[src/rtl/systolic_driver_if.sv]
// Signal bundle between the systolic-array job driver and its environment:
// command/status, three buffer ports and the array control/stream handshakes.
interface systolic_driver_if #(
    parameter int ARRAY_SIZE = 4,
    parameter int DATA_WIDTH = 8,
    parameter int ACC_WIDTH  = 32,
    parameter int ADDR_WIDTH = 10
);
    localparam int COL_WIDTH = (ARRAY_SIZE > 1) ? $clog2(ARRAY_SIZE) : 1;
    localparam int VEC_WIDTH = ARRAY_SIZE * DATA_WIDTH;
    localparam int RES_WIDTH = ARRAY_SIZE * ACC_WIDTH;

    logic                  cmd_valid;
    logic                  cmd_ready;
    logic [15:0]           cmd_k;
    logic                  cmd_clear;
    logic [ADDR_WIDTH-1:0] cmd_wbase;
    logic [ADDR_WIDTH-1:0] cmd_abase;
    logic [ADDR_WIDTH-1:0] cmd_obase;

    logic                  busy;
    logic                  done;
    logic                  err;

    logic                  wgt_rd_en;
    logic [ADDR_WIDTH-1:0] wgt_rd_addr;
    logic [VEC_WIDTH-1:0]  wgt_rd_data;

    logic                  act_rd_en;
    logic [ADDR_WIDTH-1:0] act_rd_addr;
    logic [VEC_WIDTH-1:0]  act_rd_data;

    logic                  out_wr_en;
    logic [ADDR_WIDTH-1:0] out_wr_addr;
    logic [RES_WIDTH-1:0]  out_wr_data;

    logic                  start;
    logic                  clear_acc;
    logic [15:0]           cfg_k_tiles;
    logic                  weight_load_en;
    logic [COL_WIDTH-1:0]  weight_load_col;
    logic [VEC_WIDTH-1:0]  weight_load_data;

    logic                  act_valid;
    logic [VEC_WIDTH-1:0]  act_data;
    logic                  act_ready;

    logic                  result_valid;
    logic [RES_WIDTH-1:0]  result_data;
    logic                  result_ready;

    modport master (
        input  cmd_valid, cmd_k, cmd_clear, cmd_wbase, cmd_abase, cmd_obase,
        output cmd_ready, busy, done, err,
        output wgt_rd_en, wgt_rd_addr,
        input  wgt_rd_data,
        output act_rd_en, act_rd_addr,
        input  act_rd_data,
        output out_wr_en, out_wr_addr, out_wr_data,
        output start, clear_acc, cfg_k_tiles,
        output weight_load_en, weight_load_col, weight_load_data,
        output act_valid, act_data,
        input  act_ready,
        input  result_valid, result_data,
        output result_ready
    );

    modport slave (
        output cmd_valid, cmd_k, cmd_clear, cmd_wbase, cmd_abase, cmd_obase,
        input  cmd_ready, busy, done, err,
        input  wgt_rd_en, wgt_rd_addr,
        output wgt_rd_data,
        input  act_rd_en, act_rd_addr,
        output act_rd_data,
        input  out_wr_en, out_wr_addr, out_wr_data,
        input  start, clear_acc, cfg_k_tiles,
        input  weight_load_en, weight_load_col, weight_load_data,
        input  act_valid, act_data,
        output act_ready,
        output result_valid, result_data,
        input  result_ready
    );
endinterface

[src/rtl/systolic_driver.sv]
// Job sequencer for a systolic array: loads weights, streams activation vectors,
// drains results to the output buffer, with a watchdog covering the array phase.
module systolic_driver #(
    parameter int ARRAY_SIZE = 4,
    parameter int DATA_WIDTH = 8,
    parameter int ACC_WIDTH  = 32,
    parameter int ADDR_WIDTH = 10,
    parameter int TIMEOUT    = 1024
) (
    input logic               clk,
    input logic               rst_n,
    systolic_driver_if.master bus
);
    localparam int COL_WIDTH  = (ARRAY_SIZE > 1) ? $clog2(ARRAY_SIZE) : 1;
    localparam int VEC_WIDTH  = ARRAY_SIZE * DATA_WIDTH;
    localparam int RES_WIDTH  = ARRAY_SIZE * ACC_WIDTH;
    localparam int WCNT_WIDTH = $clog2(ARRAY_SIZE + 1);
    localparam int WD_WIDTH   = $clog2(TIMEOUT + 1);

    typedef enum logic [2:0] {IDLE, LOAD_W, START, STREAM, DRAIN, FIN} state_t;

    state_t                state_q, state_d;

    logic [15:0]           k_q;
    logic                  clear_q;
    logic [ADDR_WIDTH-1:0] wbase_q, abase_q, obase_q;
    logic                  err_q;

    logic [WCNT_WIDTH-1:0] wrd_cnt_q;
    logic                  wl_en_q;
    logic [COL_WIDTH-1:0]  wl_col_q;

    logic [15:0]           act_issued_q, act_accepted_q;
    logic                  act_valid_q, act_hold_sel_q;
    logic [VEC_WIDTH-1:0]  act_hold_q;

    logic [15:0]           res_cnt_q, wr_cnt_q;
    logic                  out_wr_en_q;
    logic [ADDR_WIDTH-1:0] out_wr_addr_q;
    logic [RES_WIDTH-1:0]  out_wr_data_q;

    logic [WD_WIDTH-1:0]   wd_cnt_q;

    logic                  cmd_fire, array_phase, timeout;
    logic                  wgt_rd_en, act_rd_en, act_fire, res_fire;
    logic                  act_valid_o, result_ready_o;
    logic [VEC_WIDTH-1:0]  act_data_o;
    logic                  last_wl, last_accept, writes_done;

    assign cmd_fire       = (state_q == IDLE) && bus.cmd_valid;
    assign array_phase    = (state_q == START) || (state_q == STREAM) || (state_q == DRAIN);
    assign timeout        = array_phase && (wd_cnt_q == WD_WIDTH'(TIMEOUT - 1));
    assign result_ready_o = array_phase;
    assign res_fire       = bus.result_valid && result_ready_o;

    assign wgt_rd_en = (state_q == LOAD_W) && (wrd_cnt_q < WCNT_WIDTH'(ARRAY_SIZE));
    assign last_wl   = wl_en_q && (wl_col_q == COL_WIDTH'(ARRAY_SIZE - 1));

    // The read data is presented the cycle it returns; if that beat stalls it
    // is parked in act_hold_q, so a new read is only issued into a free slot.
    assign act_valid_o = act_valid_q && (state_q == STREAM);
    assign act_data_o  = act_hold_sel_q ? act_hold_q : bus.act_rd_data;
    assign act_fire    = act_valid_o && bus.act_ready;
    assign act_rd_en   = (state_q == STREAM) && (act_issued_q < k_q) &&
                         (!act_valid_o || bus.act_ready);
    assign last_accept = act_fire && (act_accepted_q == k_q - 16'd1);

    // Count the write landing this cycle so DRAIN exits right after it.
    assign writes_done = (wr_cnt_q + 16'(out_wr_en_q)) >= 16'(ARRAY_SIZE);

    always_comb begin
        // NOTE: default first so every path assigns state_d and no latch is inferred.
        state_d = state_q;
        unique case (state_q)
            IDLE:    if (bus.cmd_valid) state_d = (bus.cmd_k == 16'd0) ? FIN : LOAD_W;
            LOAD_W:  if (last_wl) state_d = START;
            START:   state_d = STREAM;
            STREAM:  if (last_accept) state_d = DRAIN;
            DRAIN:   if (writes_done) state_d = FIN;
            FIN:     state_d = IDLE;
            default: state_d = IDLE;
        endcase
        if (timeout) state_d = FIN;
    end

    always_ff @(posedge clk or negedge rst_n) begin
        if (!rst_n) begin
            state_q <= IDLE;
        end else begin
            state_q <= state_d;
        end
    end

    // NOTE: every register here, data included, is reset so that all outputs
    // read zero while rst_n is low and an abandoned job leaves nothing behind.
    always_ff @(posedge clk or negedge rst_n) begin
        if (!rst_n) begin
            k_q            <= '0;
            clear_q        <= 1'b0;
            wbase_q        <= '0;
            abase_q        <= '0;
            obase_q        <= '0;
            err_q          <= 1'b0;
            wrd_cnt_q      <= '0;
            wl_en_q        <= 1'b0;
            wl_col_q       <= '0;
            act_issued_q   <= '0;
            act_accepted_q <= '0;
            act_valid_q    <= 1'b0;
            act_hold_sel_q <= 1'b0;
            act_hold_q     <= '0;
            res_cnt_q      <= '0;
            wr_cnt_q       <= '0;
            out_wr_en_q    <= 1'b0;
            out_wr_addr_q  <= '0;
            out_wr_data_q  <= '0;
            wd_cnt_q       <= '0;
        end else begin
            if (cmd_fire) begin
                k_q            <= bus.cmd_k;
                clear_q        <= bus.cmd_clear;
                wbase_q        <= bus.cmd_wbase;
                abase_q        <= bus.cmd_abase;
                obase_q        <= bus.cmd_obase;
                err_q          <= (bus.cmd_k == 16'd0);
                wrd_cnt_q      <= '0;
                act_issued_q   <= '0;
                act_accepted_q <= '0;
                act_valid_q    <= 1'b0;
                res_cnt_q      <= '0;
                wr_cnt_q       <= '0;
                wd_cnt_q       <= '0;
            end

            if (wgt_rd_en) wrd_cnt_q <= wrd_cnt_q + 1'b1;
            wl_en_q  <= wgt_rd_en;
            wl_col_q <= COL_WIDTH'(wrd_cnt_q);

            if (array_phase) wd_cnt_q <= wd_cnt_q + 1'b1;
            if (timeout) err_q <= 1'b1;

            if (act_rd_en) act_issued_q <= act_issued_q + 16'd1;
            if (act_fire) act_accepted_q <= act_accepted_q + 16'd1;
            if (act_rd_en) begin
                act_valid_q <= 1'b1;
            end else if (act_fire) begin
                act_valid_q <= 1'b0;
            end
            act_hold_sel_q <= act_valid_o && !bus.act_ready;
            if (act_valid_o) act_hold_q <= act_data_o;

            out_wr_en_q <= res_fire;
            if (res_fire) begin
                out_wr_addr_q <= obase_q + ADDR_WIDTH'(res_cnt_q);
                out_wr_data_q <= bus.result_data;
                res_cnt_q     <= res_cnt_q + 16'd1;
            end
            if (out_wr_en_q) wr_cnt_q <= wr_cnt_q + 16'd1;
        end
    end

    assign bus.cmd_ready = (state_q == IDLE);
    assign bus.busy      = (state_q != IDLE);
    assign bus.done      = (state_q == FIN);
    assign bus.err       = (state_q == FIN) && err_q;

    assign bus.wgt_rd_en   = wgt_rd_en;
    assign bus.wgt_rd_addr = wgt_rd_en ? wbase_q + ADDR_WIDTH'(wrd_cnt_q) : '0;
    assign bus.act_rd_en   = act_rd_en;
    assign bus.act_rd_addr = act_rd_en ? abase_q + ADDR_WIDTH'(act_issued_q) : '0;

    assign bus.out_wr_en   = out_wr_en_q;
    assign bus.out_wr_addr = out_wr_addr_q;
    assign bus.out_wr_data = out_wr_data_q;

    assign bus.start       = (state_q == START);
    assign bus.clear_acc   = (state_q == START) && clear_q;
    assign bus.cfg_k_tiles = (array_phase || state_q == FIN) ? k_q : 16'd0;

    assign bus.weight_load_en   = wl_en_q;
    assign bus.weight_load_col  = wl_col_q;
    assign bus.weight_load_data = wl_en_q ? bus.wgt_rd_data : '0;

    assign bus.act_valid    = act_valid_o;
    assign bus.act_data     = act_valid_o ? act_data_o : '0;
    assign bus.result_ready = result_ready_o;
endmodule

[src/flat_wrapper.sv]
// flat-port wrapper written by rule: the top's interface ports become plain ports
module systolic_driver_flat 
#(
    parameter int ARRAY_SIZE = 4,
    parameter int DATA_WIDTH = 8,
    parameter int ACC_WIDTH  = 32,
    parameter int ADDR_WIDTH = 10,
    parameter int TIMEOUT    = 1024
)
  (clk, rst_n, bus_cmd_valid, bus_cmd_k, bus_cmd_clear, bus_cmd_wbase, bus_cmd_abase, bus_cmd_obase, bus_cmd_ready, bus_busy, bus_done, bus_err, bus_wgt_rd_en, bus_wgt_rd_addr, bus_wgt_rd_data, bus_act_rd_en, bus_act_rd_addr, bus_act_rd_data, bus_out_wr_en, bus_out_wr_addr, bus_out_wr_data, bus_start, bus_clear_acc, bus_cfg_k_tiles, bus_weight_load_en, bus_weight_load_col, bus_weight_load_data, bus_act_valid, bus_act_data, bus_act_ready, bus_result_valid, bus_result_data, bus_result_ready);
  systolic_driver_if #(.ARRAY_SIZE(ARRAY_SIZE), .DATA_WIDTH(DATA_WIDTH), .ACC_WIDTH(ACC_WIDTH), .ADDR_WIDTH(ADDR_WIDTH)) bus_i ();
  input logic clk;
  input logic rst_n;
  input wire logic [$bits(bus_i.cmd_valid)-1:0] bus_cmd_valid;
  input wire logic [$bits(bus_i.cmd_k)-1:0] bus_cmd_k;
  input wire logic [$bits(bus_i.cmd_clear)-1:0] bus_cmd_clear;
  input wire logic [$bits(bus_i.cmd_wbase)-1:0] bus_cmd_wbase;
  input wire logic [$bits(bus_i.cmd_abase)-1:0] bus_cmd_abase;
  input wire logic [$bits(bus_i.cmd_obase)-1:0] bus_cmd_obase;
  output wire logic [$bits(bus_i.cmd_ready)-1:0] bus_cmd_ready;
  output wire logic [$bits(bus_i.busy)-1:0] bus_busy;
  output wire logic [$bits(bus_i.done)-1:0] bus_done;
  output wire logic [$bits(bus_i.err)-1:0] bus_err;
  output wire logic [$bits(bus_i.wgt_rd_en)-1:0] bus_wgt_rd_en;
  output wire logic [$bits(bus_i.wgt_rd_addr)-1:0] bus_wgt_rd_addr;
  input wire logic [$bits(bus_i.wgt_rd_data)-1:0] bus_wgt_rd_data;
  output wire logic [$bits(bus_i.act_rd_en)-1:0] bus_act_rd_en;
  output wire logic [$bits(bus_i.act_rd_addr)-1:0] bus_act_rd_addr;
  input wire logic [$bits(bus_i.act_rd_data)-1:0] bus_act_rd_data;
  output wire logic [$bits(bus_i.out_wr_en)-1:0] bus_out_wr_en;
  output wire logic [$bits(bus_i.out_wr_addr)-1:0] bus_out_wr_addr;
  output wire logic [$bits(bus_i.out_wr_data)-1:0] bus_out_wr_data;
  output wire logic [$bits(bus_i.start)-1:0] bus_start;
  output wire logic [$bits(bus_i.clear_acc)-1:0] bus_clear_acc;
  output wire logic [$bits(bus_i.cfg_k_tiles)-1:0] bus_cfg_k_tiles;
  output wire logic [$bits(bus_i.weight_load_en)-1:0] bus_weight_load_en;
  output wire logic [$bits(bus_i.weight_load_col)-1:0] bus_weight_load_col;
  output wire logic [$bits(bus_i.weight_load_data)-1:0] bus_weight_load_data;
  output wire logic [$bits(bus_i.act_valid)-1:0] bus_act_valid;
  output wire logic [$bits(bus_i.act_data)-1:0] bus_act_data;
  input wire logic [$bits(bus_i.act_ready)-1:0] bus_act_ready;
  input wire logic [$bits(bus_i.result_valid)-1:0] bus_result_valid;
  input wire logic [$bits(bus_i.result_data)-1:0] bus_result_data;
  output wire logic [$bits(bus_i.result_ready)-1:0] bus_result_ready;
  assign bus_i.cmd_valid = bus_cmd_valid;
  assign bus_i.cmd_k = bus_cmd_k;
  assign bus_i.cmd_clear = bus_cmd_clear;
  assign bus_i.cmd_wbase = bus_cmd_wbase;
  assign bus_i.cmd_abase = bus_cmd_abase;
  assign bus_i.cmd_obase = bus_cmd_obase;
  assign bus_cmd_ready = bus_i.cmd_ready;
  assign bus_busy = bus_i.busy;
  assign bus_done = bus_i.done;
  assign bus_err = bus_i.err;
  assign bus_wgt_rd_en = bus_i.wgt_rd_en;
  assign bus_wgt_rd_addr = bus_i.wgt_rd_addr;
  assign bus_i.wgt_rd_data = bus_wgt_rd_data;
  assign bus_act_rd_en = bus_i.act_rd_en;
  assign bus_act_rd_addr = bus_i.act_rd_addr;
  assign bus_i.act_rd_data = bus_act_rd_data;
  assign bus_out_wr_en = bus_i.out_wr_en;
  assign bus_out_wr_addr = bus_i.out_wr_addr;
  assign bus_out_wr_data = bus_i.out_wr_data;
  assign bus_start = bus_i.start;
  assign bus_clear_acc = bus_i.clear_acc;
  assign bus_cfg_k_tiles = bus_i.cfg_k_tiles;
  assign bus_weight_load_en = bus_i.weight_load_en;
  assign bus_weight_load_col = bus_i.weight_load_col;
  assign bus_weight_load_data = bus_i.weight_load_data;
  assign bus_act_valid = bus_i.act_valid;
  assign bus_act_data = bus_i.act_data;
  assign bus_i.act_ready = bus_act_ready;
  assign bus_i.result_valid = bus_result_valid;
  assign bus_i.result_data = bus_result_data;
  assign bus_result_ready = bus_i.result_ready;
  systolic_driver #(.ARRAY_SIZE(ARRAY_SIZE), .DATA_WIDTH(DATA_WIDTH), .ACC_WIDTH(ACC_WIDTH), .ADDR_WIDTH(ADDR_WIDTH), .TIMEOUT(TIMEOUT)) u_core (.clk(clk), .rst_n(rst_n), .bus(bus_i));
endmodule
[config.mk]
export PLATFORM = sky130hd
export DESIGN_NAME = systolic_driver_flat
export DESIGN_NICKNAME = d
export VERILOG_FILES = /design/src/rtl/systolic_driver_if.sv /design/src/rtl/systolic_driver.sv /design/src/flat_wrapper.sv
export SDC_FILE = /design/constraint.sdc
export NUM_CORES = 1
export LEC_CHECK = 0
export BUFFER_PORTS_ARGS = -buffer_cell sky130_fd_sc_hd__buf_2
export CAP_MARGIN = 20
export CORE_ASPECT_RATIO = 0.75
export CORE_MARGIN = 2
export CORE_UTILIZATION = 40
export DETAILED_ROUTE_END_ITERATION = 8
export MAX_ROUTING_LAYER = met4
export PLACE_DENSITY_LB_ADDON = 0.05
export SYNTH_ARGS = -nofsm -noshare
export SYNTH_HDL_FRONTEND = slang
export SYNTH_SLANG_ARGS = --single-unit
export TNS_END_PERCENT = 50
[constraint.sdc]
create_clock -name clk -period 3.6 [get_ports clk]
set_clock_uncertainty 0.1 [all_clocks]
set_input_delay 0.54 -clock clk [delete_from_list [all_inputs] [get_ports clk]]
set_output_delay 0.54 -clock clk [all_outputs]
set_load 0.01 [all_outputs]
Word-level counts from Yosys, hierarchy flattened

Index checks and enable logic that the tools add are counted.
Widths: inputs -> output; s select.

Register bits after elaboration: 305
Output and inout port bits: 252

Muxes and demuxes: 27
Eq/ne operators: 12
Reductions and logical operators: 31
$add $sub $neg: 11
$lt $le $gt $ge: 3

Operator list:

| cell                  | number |
|---|---|
| $mux 16               | 6 |
| $mux 32               | 3 |
| $add 16x1->16 const B | 4 |
| $mux 3                | 8 |
| $mux 11               | 2 |
| $add 10x10->10        | 2 |
| $mux 10               | 2 |
| $add 16x1->16         | 1 |
| $eq 16x16->1          | 1 |
| $ge 16x3->1 const B   | 1 |
| $logic_not 16->1      | 1 |
| $lt 16x16->1          | 1 |
| $sub 16x1->16 const B | 1 |
| $pmux 3 s5            | 1 |
| $reduce_bool 2->1     | 7 |
| $logic_and 1x1->1     | 13 |
| $add 11x1->11 const B | 1 |
| $eq 11x10->1 const B  | 1 |
| $add 10x3->10         | 1 |
| $ne 3x1->1 const B    | 3 |
| $eq 3x2->1 const B    | 2 |
| $eq 3x3->1 const B    | 2 |
| $reduce_bool 3->1     | 2 |
| $mux 1                | 5 |
| other kinds (9)       | 13 |

Longest topological paths before layout

Word-level depth: 7
Depth in mapped cells: 11
Gate-level depth less buffers: 10

Worst setup path after synthesis

No wires, ideal clock.

Kind: register to output
From: register u_core.k_q[14]
To: output port bus_act_rd_addr[9]
Cell stages (with the launch flop): 10
Path buffers: 1
Data arrival time: 2.186 ns
Data required time: 2.960 ns
Setup slack: 0.774 ns
Cells stage by stage: dfrtp_1 inv_1 ha_1 and3_1 a211o_1 a211oi_1 nand3b_2 clkbuf_1 a211oi_1 o31a_1

Cells in the longest elaborated chain, start to end: 4

RTL lines:

| element                         | RTL line               | source |
|---|---|---|
| start: declaration              | systolic_driver.sv:24  | `logic [15:0] k_q;` |
| start signal: assignment        | systolic_driver.sv:120 | `k_q <= bus.cmd_k;` |
| $lt 16x16->1                    | systolic_driver.sv:64  | `assign act_rd_en = (state_q == STREAM) && (act_issued_q < k_q) &&` |
| $logic_and 1x1->1 (2 in series) | systolic_driver.sv:64  |  |
| $mux 10                         | systolic_driver.sv:170 | `assign bus.act_rd_addr = act_rd_en ? abase_q + ADDR_WIDTH'(act_issued_q) : '0;` |
| end: declaration                | flat_wrapper.sv:28     | `output wire logic [$bits(bus_i.act_rd_addr)-1:0] bus_act_rd_addr;` |

No other way between the ends.

Final worst setup path

Ends and elaborated chain as after synthesis.

==> impl_metrics.yaml <==
layout:
  utilization_pct: 52.0
  fin_cells: 2714
  nNetsFinal: 2469
  final_area_um2: 19300
  final_common_cell: "nand2_1"
  area_growth_pct: 27.7
  drive_gt1_share_pct: 28.9
  layout_common_cells: "573 x nand2_1, 494 x buf_2, 295 x dfrtp_1"
worst_setup_path:
  start_kind: "flip-flop"
  r2r_start: "u_core.k_q[2]$_DFFE_PN0P_"
  regToRegSetupSlack_ns: 0.51
  crit_type: "reg -> out"
  critPathMaxFanout: 10
  ff2ff_path_depth: 9
  worstPathArrival_ns: 2.82
  end_kind: "primary output"
  regToRegEndpoint: "u_core.act_issued_q[0]$_DFFE_PN0P_"
  crit_required_ns: 2.96
place:
  dp_hpwl_um: 35700
  dp_cells: 2640
  gp_congestion: 0.936
  port_buffers: 495
  place_area_um2: 18100
route:
  postRouteAntennaNets: 0
  vias_per_cell: 5.02
  wl_per_cell_um: 17.7
  via_count: 13600
  wirelength_um: 48000
  dr.pass1.iters: 5
  drt_iter0_drc: 865
  drc: 0
synthesis:
  synth_seq_cells: 299
  postSynthCellCount: 1702
  seq_area_frac_synth_pct: 49.5
  ys_top_cells_by_area: "dfrtp_1 49%, nand2_1 14%, ha_1 3.8%"
  syn_area_um2: 15100
  synth_fp_nets: 1995
  synth.top_cell.area_share_pct: 49.5
  synth_edf_count: 0
  synth.avg_cell_area_um2: 8.89
  synth_flop_cell: "dfrtp_1"
  ys_warn_count: 0
  postSynth.asyncResetShare_pct: 100
  synth_cell_types: 65
  yosysTopAreaCell: "dfrtp_1"
power:
  p_leak_nw: 10.2
  total_power_mw: 14.6
  ir_worst_vdd_mv: 0.410
  power.density_nw_per_um2: 755
sta:
  max_slew_margin_pct: 31.4
  fin_tns_setup_ns: 0
  fin_crit_ns: 3.46
  worst_pin_slew_ns: 1.03
  max_freq_mhz: 289
  hold_viol: 0
  period_share_pct: 96.2
  slew_viol_final: 0
  rsz0062_at_grt: "true"
  setup_viol: 0
global_routing:
  antenna_found_initial: 9
  grt_max_degree: 151
  grt_pass1_vias: 13000
  grt-ovfl-total: 0
  grt_pass1_wl_um: 72900
  grt_use_total_pct: 24.0
worst_hold_path:
  hp-class: "in -> reg"
  worstHoldStart: "bus_cmd_wbase[3]"
  hold_end: "u_core.wbase_q[3]$_DFFE_PN0P_"
  hold_depth: 3
clocking:
  clk-insertion-delay-late_ns: 0.52
  cts_tree: "done"
  numCtsBuffers: 35
  clkSinkCount: 299
  cts_root_buf: "clkbuf_16"
  clockBufferDepth: 3
  cts-htree-levels: 2
  clkTransAtPathRegs_ns: 0.06
floorplan:
  die_w_um: 229
  core-area_um2: 37200
  rows: 61
  die_area_um2: 39400
  start_util_pct: 40.7
  die_h_um: 172
  pin_count: 496
flow_run:
  maxCapViolCount: 0
outcome:
  status: "completed"
## what timing repair did
action | 4_1_cts | 5_1_grt
resized for setup | 4 | 8
pin swaps | 0 | 1
hold endpoints to repair | 72 | 0
endpoints found under the setup margin | 3 | 3
hold buffers | 1 | 0
buffers inserted | 0 | 2
## where the power goes
group | switching, mW | leakage [nW] | internal (mW)
logic | 3.28 | 5.90 | 2.22
clock network | 1.40 | 0.533 | 1.98
registers | 1.03 | 3.79 | 4.66
total | 5.71 | 10.2 | 8.86
## worst max-delay path, cell delays in order, from the launching register on
cell      delay (ns)
dfrtp_1         0.40
inv_1           0.08
ha_1            0.29
and3_1          0.21
a211o_1         0.33
a211oi_4        0.29
nand3b_4        0.20
a211oi_1        0.23
o31a_1          0.16
buf_2           0.12
## flip-flops by register name (all words and copies together), names as in the netlist
| register | count |
|---|---|
| u_core.wbase_q | 10 |
| u_core.wrd_cnt_q | 3 |
| u_core.clear_q | 1 |
| u_core.bus.out_wr_data | 128 |
| u_core.act_hold_sel_q | 1 |
| u_core.act_issued_q | 16 |
| u_core.res_cnt_q | 10 |
| u_core.k_q | 16 |
| u_core.act_accepted_q | 16 |
| u_core.abase_q | 10 |
| u_core.err_q | 1 |
| u_core.bus.out_wr_addr | 10 |
| u_core.obase_q | 10 |
| u_core.bus.weight_load_col | 2 |
| u_core.bus.weight_load_en | 1 |
| u_core.state_q | 3 |
| u_core.act_valid_q | 1 |
| u_core.bus.out_wr_en | 1 |
| u_core.wd_cnt_q | 11 |
| u_core.wr_cnt_q | 16 |
| u_core.act_hold_q | 32 |
## cell usage after synthesis (all sizes together), types with 18 or more instances
library cell,number
mux2,36
a21oi,32
clkbuf,56
buf,26
nand2,575
dfrtp,299
nand4,24
xor2,28
ha,46
inv,37
nand3,45
xnor2,21
and3,24
mux2i,45
nor2,87
nor3,27
a31oi,18
o21ai,78
a21o,18
and2,59
## how the worst max path moves through the flow
stage / startpoint / endpoint / cells after the start
after floorplan: u_core.k_q[14]$_DFFE_PN0P_ / bus_act_rd_addr[9] / 9
after global placement: u_core.act_issued_q[1]$_DFFE_PN0P_ / bus_act_rd_addr[9] / 9
final: u_core.k_q[14]$_DFFE_PN0P_ / bus_act_rd_addr[9] / 9
after CTS: u_core.act_issued_q[0]$_DFFE_PN0P_ / bus_act_rd_addr[8] / 10
after global routing: u_core.k_q[14]$_DFFE_PN0P_ / bus_act_rd_addr[9] / 9
after detailed placement: u_core.act_issued_q[1]$_DFFE_PN0P_ / bus_act_rd_addr[9] / 9
## metrics by stage
| step | setup slack [ns] | hold WS [ns] |
|---|---|---|
| after CTS | 0.0223 | 0.0844 |
| after global routing | -0.0114 | 0.0939 |
| final | 0.137 | 0.109 |
| after global placement | 0.451 | 0.353 |
| after floorplan | 0.774 | 0.144 |
| after detailed placement | 0.394 | 0.355 |
## cell type report
class                   instances  area [µm²]
clock buffers                  54        1040
fillers                      3622       17900
diodes                         11        27.5
repair buffers                519        2730
inverters                      39         151
flip-flops and latches        299        7490
multi-input cells            1282        7210
clock inverters                 6        37.5
well taps                     504         631
## metal layers
metal | wire length, µm | vias up | GRT usage, %
li1 | - | 6641 | -
met1 | 21000 | 6534 | 30.6
met2 | 22900 | 397 | 39.0
met3 | 3130 | 56 | 5.56
met4 | 885 | 0 | 6.02
met5 | 0 | - | -
## logic make-up after synthesis
| family | count (synthesis) | synth area share [%] |
|---|---|---|
| adders and majority gates | 49 | 4.20 |
| AOI/OAI and AO/OA | 202 | 8.29 |
| DFF | 299 | 49.5 |
| and+or+nand+nor | 901 | 26.3 |
| buffers and inverters | 121 | 3.27 |
| xor gates and xnor gates | 49 | 2.84 |
| muxes | 81 | 5.66 |
No activity file was read; power rests on OpenSTA's default activity.
